--- src/rtl/display_scan_ctrl.sv ---
`default_nettype none
// ============================================================================
// Module      : display_scan_ctrl
// Description : Time-multiplexed scan driver for an N-digit 7-segment display.
//               Each scan slot presents one digit code and a one-hot active-low
//               anode, blanked for the first BLANK_CYCLES of the slot to avoid
//               ghosting. It marks the edit-position pointer in the program
//               states selected by PTR_STATE_MASK, can blink the pointed digit,
//               and can suppress leading zeros.
// Ports       : clk              - system clock, rising edge
//               reset            - asynchronous, active-high
//               state            - program state (selects pointer visibility)
//               digits           - packed digit codes, digit 0 is rightmost
//               position_pointer - index of the edit-position digit
//               blink_en         - blink the pointed digit
//               one_digit        - code of the digit in the current slot
//               digit_idx        - index of the current slot
//               anode_n          - one-hot active-low digit enable
//               pointer_now      - show pointer/decimal point on this digit
//               frame_tick       - one-cycle pulse when the slot index wraps
// Revision    : 1.0 - initial release
// ============================================================================
module display_scan_ctrl #(
    parameter int         NUM_DIGITS     = 8,
    parameter int         DIGIT_W        = 4,
    parameter int         PTR_W          = 3,
    parameter int         REFRESH_DIV    = 50000,
    parameter int         BLANK_CYCLES   = 500,
    parameter int         BLINK_FRAMES   = 64,
    parameter logic [7:0] PTR_STATE_MASK = 8'h0B,
    parameter bit         LZ_BLANK       = 1'b0
) (
    input  logic                          clk,
    input  logic                          reset,
    input  logic [2:0]                    state,
    input  logic [NUM_DIGITS*DIGIT_W-1:0] digits,
    input  logic [PTR_W-1:0]              position_pointer,
    input  logic                          blink_en,
    output logic [DIGIT_W-1:0]            one_digit,
    output logic [PTR_W-1:0]              digit_idx,
    output logic [NUM_DIGITS-1:0]         anode_n,
    output logic                          pointer_now,
    output logic                          frame_tick
);

    localparam int c_slot_w  = $clog2(NUM_DIGITS);
    localparam int c_presc_w = $clog2(REFRESH_DIV);
    localparam int c_frame_w = (BLINK_FRAMES > 1) ? $clog2(BLINK_FRAMES) : 1;

    localparam logic [c_presc_w-1:0]  c_presc_last = c_presc_w'(REFRESH_DIV - 1);
    localparam logic [c_presc_w-1:0]  c_blank_end  = c_presc_w'(BLANK_CYCLES);
    localparam logic [c_slot_w-1:0]   c_slot_last  = c_slot_w'(NUM_DIGITS - 1);
    localparam logic [c_frame_w-1:0]  c_frame_last = c_frame_w'(BLINK_FRAMES - 1);
    localparam logic [PTR_W:0]        c_num_digits = (PTR_W + 1)'(NUM_DIGITS);
    localparam logic [NUM_DIGITS-1:0] c_anode_lsb  = NUM_DIGITS'(1);

    // ------------------------------------------------------------------------
    // Scan timing: prescaler -> slot -> frame -> blink phase
    // ------------------------------------------------------------------------
    logic [c_presc_w-1:0] r_presc;
    logic [c_slot_w-1:0]  r_slot;
    logic [c_frame_w-1:0] r_frame;
    logic                 r_blink_phase;

    logic w_presc_wrap;
    logic w_slot_wrap;
    logic w_frame_end;

    assign w_presc_wrap = (r_presc == c_presc_last);
    assign w_slot_wrap  = (r_slot == c_slot_last);
    assign w_frame_end  = w_presc_wrap && w_slot_wrap;

    always_ff @(posedge clk or posedge reset) begin
        if (reset) begin
            r_presc       <= '0;
            r_slot        <= '0;
            r_frame       <= '0;
            r_blink_phase <= 1'b0;
        end else begin
            if (w_presc_wrap) begin
                r_presc <= '0;
                r_slot  <= w_slot_wrap ? '0 : r_slot + 1'b1;
            end else begin
                r_presc <= r_presc + 1'b1;
            end

            if (w_frame_end) begin
                if (r_frame == c_frame_last) begin
                    r_frame       <= '0;
                    r_blink_phase <= ~r_blink_phase;
                end else begin
                    r_frame <= r_frame + 1'b1;
                end
            end
        end
    end

    // ------------------------------------------------------------------------
    // Digit selection, pointer and leading-zero decisions for the current slot
    // ------------------------------------------------------------------------
    logic [DIGIT_W-1:0]    w_digit_arr [NUM_DIGITS];
    logic [NUM_DIGITS-1:0] w_lz_vec;
    logic [PTR_W-1:0]      w_slot_ext;
    logic                  w_ptr_act;
    logic                  w_ptr_hit;
    logic                  w_lz_blank;
    logic                  w_blink_off;
    logic                  w_anode_on;
    logic [NUM_DIGITS-1:0] w_anode_next;

    for (genvar k = 0; k < NUM_DIGITS; k++) begin : g_unpack
        assign w_digit_arr[k] = digits[k*DIGIT_W +: DIGIT_W];
    end

    // Walk from the most significant digit downwards: a digit is a leading
    // zero candidate while it and everything above it are zero. Digit 0 is
    // always shown so an all-zero value still displays "0".
    always_comb begin
        logic v_upper_zero;
        v_upper_zero = 1'b1;
        w_lz_vec     = '0;
        for (int k = NUM_DIGITS - 1; k >= 0; k--) begin
            v_upper_zero = v_upper_zero && (w_digit_arr[k] == '0);
            w_lz_vec[k]  = v_upper_zero && (k != 0);
        end
    end

    assign w_slot_ext  = PTR_W'(r_slot);
    // Out-of-range pointers never mark a digit.
    assign w_ptr_act   = PTR_STATE_MASK[state] && ({1'b0, position_pointer} < c_num_digits);
    assign w_ptr_hit   = w_ptr_act && (w_slot_ext == position_pointer);
    // The pointed digit stays visible even if it is a leading zero.
    assign w_lz_blank  = LZ_BLANK && w_lz_vec[r_slot] && !w_ptr_hit;
    assign w_blink_off = blink_en && w_ptr_hit && r_blink_phase;
    assign w_anode_on  = (r_presc >= c_blank_end) && !w_lz_blank && !w_blink_off;

    assign w_anode_next = w_anode_on ? ~(c_anode_lsb << r_slot) : '1;

    // ------------------------------------------------------------------------
    // Registered outputs: all change together, one cycle after the counters
    // ------------------------------------------------------------------------
    always_ff @(posedge clk or posedge reset) begin
        if (reset) begin
            one_digit   <= '0;
            digit_idx   <= '0;
            anode_n     <= '1;
            pointer_now <= 1'b0;
            frame_tick  <= 1'b0;
        end else begin
            one_digit   <= w_digit_arr[r_slot];
            digit_idx   <= w_slot_ext;
            anode_n     <= w_anode_next;
            pointer_now <= w_ptr_hit;
            frame_tick  <= w_frame_end;
        end
    end

endmodule
`default_nettype wire
--- config.mk ---
export PLATFORM = sky130hd
export DESIGN_NAME = display_scan_ctrl
export DESIGN_NICKNAME = d
export VERILOG_FILES = /design/src/rtl/display_scan_ctrl.sv
export SDC_FILE = /design/constraint.sdc
export NUM_CORES = 1
export LEC_CHECK = 0
export BUFFER_PORTS_ARGS = -buffer_cell sky130_fd_sc_hd__buf_4
export CAP_MARGIN = 20
export CELL_PAD_IN_SITES_DETAIL_PLACEMENT = 0
export CELL_PAD_IN_SITES_GLOBAL_PLACEMENT = 1
export CORE_AREA = 2 2 77 79
export CTS_BUF_LIST = sky130_fd_sc_hd__clkbuf_4 sky130_fd_sc_hd__clkbuf_8 sky130_fd_sc_hd__clkbuf_16
export DETAILED_ROUTE_END_ITERATION = 10
export DIE_AREA = 0 0 79 81
export GPL_ROUTABILITY_DRIVEN = 0
export PLACE_DENSITY = 0.78
export SYNTH_ARGS = -nofsm -noshare
export SYNTH_HDL_FRONTEND = slang
export SYNTH_SLANG_ARGS = --single-unit
--- constraint.sdc ---
create_clock -name clk -period 2.25 [get_ports clk]
set_input_delay 0.225 -clock clk [delete_from_list [all_inputs] [get_ports clk]]
set_output_delay 0.225 -clock clk [all_outputs]
set_load 0.01 [all_outputs]
==> PnR_summary.wiki <==
{| class="wikitable"
! Metric !! Value
|-
| Non-filler instance count after layout || 328
|-
| Largest net degree at the start of global routing || 44
|-
| Worst min-delay path category || in -> async
|-
| First-pass GRT wire length || 7070 µm
|-
| Number of inserted diodes || 0
|-
| Timing-limited maximum frequency || 537 MHz
|-
| Seq/Total Area, Yosys || 50.3%
|-
| Cell area after layout || 2790 µm²
|-
| Post-layout net count || 302
|-
| Share of the core filled with cells in the final layout || 49.1%
|-
| Root buffer selected by CTS || sky130_fd_sc_hd__clkbuf_8
|-
| Mapped Area || 2160 µm²
|-
| Clock Sinks || 43
|-
| DR pass1 iterations || 4
|-
| Cell area after placement || 2700 µm²
|-
| Standard cell core area || 5680 µm²
|-
| Detail Placement HPWL || 3050 µm
|-
| Adder-cell area share of the yosys netlist || 5.21%
|-
| Unrepaired setup endpoints after global routing || false
|-
| Pwr per Cell Area || 489 nW/µm²
|-
| Outcome || finished, final reports clean
|-
| EDFF count, synth || 0
|-
| Total power draw || 1.36 mW
|-
| Share of the synthesized area in compound gates (AO/OA/AOI/OAI) || 6.60%
|-
| Number of DRC violations after detailed-routing iteration 0 || 74
|-
| Number of antenna violations at the first check in global routing || 0
|-
| Setup skew after layout || 4.66 ps
|-
| Number of vias in the routed layout || 1,582
|-
| Slew of the pin with the lowest slew margin || 522 ps
|-
| Synth Area in XOR/XNOR || 6.89%
|-
| I/O Buffers || 57
|-
| Peak ir drop on the vdd network || 277 µV
|-
| Layout cell share with drive strength beyond 1 || 37.5%
|-
| Die Outline Area || 6400 µm²
|-
| Die height || 81 µm
|-
| Final min period || 1860 ps
|-
| Count of max-cap constraint violations || 0
|-
| Effective utilization at floorplan || 38.1%
|-
| Overall routed net length || 4160 µm
|-
| P_leak || 1.29 nW
|-
| Largest buffer count on any clock path || 2
|-
| Worst-case setup slack after placement || 372 ps
|-
| Clock latency of the later-clocked register in the worst-skew pair || 290 ps
|-
| Htree depth || 2
|-
| Worst Hold Slack || 58.6 ps
|-
| Post-synthesis cell count || 187
|-
| Number of hold violations in the final report || 0
|-
| Number of global-route vias before repair || 1,590
|-
| Ordered cell list for the critical path || ha_1 -> and3_1 -> and4_1 -> buf_4 -> nor2_1 -> a21oi_1
|-
| Via density per instance || 4.82
|-
| Number of placed instances with taps included || 320
|-
| Worst path slowest cell || sky130_fd_sc_hd__and4_1
|-
| Clock transition at the registers of the reported paths || 80 ps
|-
| Largest family of logic cells by synthesized area || simple AND/OR/NAND/NOR gates
|-
| Netlist cell types || 39
|-
| Category of the worst setup path capture point || register
|-
| Antenna Nets Post-Route || 0
|-
| Flip-flop and latch count after synthesis || 43
|-
| Total routing resource utilization after global routing || 14.1%
|-
| Filler cells || 540
|-
| Arr. time, crit path || 2090 ps
|-
| Syn-to-layout area delta || 29.1%
|-
| Largest incremental delay on the critical path || 540 ps
|-
| Area fraction in and, or, nand and nor cells after synthesis || 19.2%
|-
| Launching element type of the critical path || register
|-
| Required @ worst endpoint || 2470 ps
|-
| Post-Syn Nets || 237
|-
| Period Utilization, post-route || 82.8%
|-
| Share of synthesized flip-flops with an asynchronous set or reset || 100%
|-
| Critical path buffer and inverter count || 1
|-
| Number of warnings printed during yosys synthesis || 0
|-
| Postcts setup bufs || 0
|-
| CP delay by family, top || simple AND/OR/NAND/NOR gates
|-
| Relative max-transition margin || 65.2%
|-
| CTS tree || built
|-
| Count of endpoints failing setup in the final report || 0
|-
| PnR worst setup slack || 387 ps
|-
| Synth Area per Inst || 11.5 µm²
|-
| Most frequently used flop master after synthesis || sky130_fd_sc_hd__dfrtp_1
|-
| Die Span X || 79 µm
|-
| DRC errors left || 0
|-
| Number of slew-limit violations in the final report || 0
|-
| Setup TNS Final || 0 ps
|-
| Worst Path Max Fanout || 14
|-
| Num ports || 58
|-
| Total of cells resized after clock tree synthesis || 0
|-
| Clock buffers created by TritonCTS || 5
|-
| Mux contribution to synthesized area || 8.86%
|-
| Final routed wire length divided by cell count || 12.7 µm
|-
| Site Rows || 28
|-
| Grt total ovfl || 0
|-
| Critical setup path kind || reg -> reg
|-
| Hold buffer count at CTS || 0
|}
==> final cells by class <==
type / count / area, µm² / area share, %
multi-input cells: 130 / 1010 / 36.2
flip-flops and latches: 43 / 1090 / 38.9
repair buffers: 64 / 480 / 17.2
inverters: 8 / 30.0 / 1.08
well taps: 75 / 93.8 / 3.36
clock buffers: 6 / 76.3 / 2.74
clock inverters: 2 / 12.5 / 0.449
==> Yosys cell counts (all sizes together), types with 2 or more instances <==
master,number,area [µm²]
inv,7,26.3
ha,9,113
nor4,3,33.8
and3,3,18.8
o21ai,7,35.0
xor2,7,61.3
and2,3,18.8
nor3,5,30.0
nand3,14,70.1
dfrtp,35,876
dfstp,8,210
buf,5,30.0
nand4,6,43.8
and4,3,26.3
nand2,21,81.3
xnor2,10,87.6
nor2,12,45.0
a21oi,5,25.0
mux4,8,180
nor2b,2,12.5
or2,2,12.5
==> layout by cell type, fill, tap and decap left out, drive strengths merged, types with 6 or more instances in the layout <==
cell / synthesis / routed
buf: 5 / 64
clkbuf: 1 / 6
dfrtp: 35 / 35
dfstp: 8 / 8
ha: 9 / 9
inv: 7 / 7
mux4: 8 / 8
nand2: 21 / 21
nand3: 14 / 14
nand4: 6 / 6
nor2: 12 / 12
o21ai: 7 / 7
xnor2: 10 / 10
xor2: 7 / 7
==> state kept, by name, summed over array words and instances, names as in the netlist <==
name	cells
digit_idx	3
frame_tick	1
r_presc	16
one_digit	4
r_blink_phase	1
pointer_now	1
r_frame	6
r_slot	3
anode_n	8
==> path summary, 6_finish.rpt <==
check                                start           to  slack, ps  depth (start not counted)
worst max register to register  r_presc[0]    r_slot[2]        390                          6
min in group clk                  state[2]  pointer_now        250                          3
worst min-delay path                 reset   r_frame[5]         60                          3
max in group asynchronous            reset   anode_n[3]       1820                          3
worst min register to register  r_frame[2]   r_frame[2]        490                          1
worst max-delay path            r_presc[0]    r_slot[2]        390                          6
==> worst min-delay path, stage by stage <==
cell                    delay [ps]
sky130_fd_sc_hd__buf_4         100
sky130_fd_sc_hd__inv_1          40
sky130_fd_sc_hd__buf_4         430
==> logic make-up after synthesis <==
logic type | count (synthesis)
flops | 43
xor+xnor | 17
buf+inv | 14
simple gates | 76
mux | 9
compound gates | 19
fa+ha+maj | 9
==> per-layer routing <==
metal | share of wire, % | global-route usage (%) | vias up
met5 | 0 | 0 | -
met4 | 1.4 | 4.66 | 0
met3 | 4.5 | 3.11 | 7
met2 | 49 | 25.3 | 29
met1 | 45 | 16.9 | 757
li1 | - | - | 789
==> where the power goes <==
group / total (mW) / leakage [nW] / internal [mW] / switching, mW
registers: 0.778 / 0.549 / 0.777 / 0.000952
logic: 0.0955 / 0.696 / 0.0623 / 0.0332
clock network: 0.492 / 0.0446 / 0.229 / 0.263
total: 1.36 / 1.29 / 1.07 / 0.297
No activity file was read; power rests on OpenSTA's default activity.
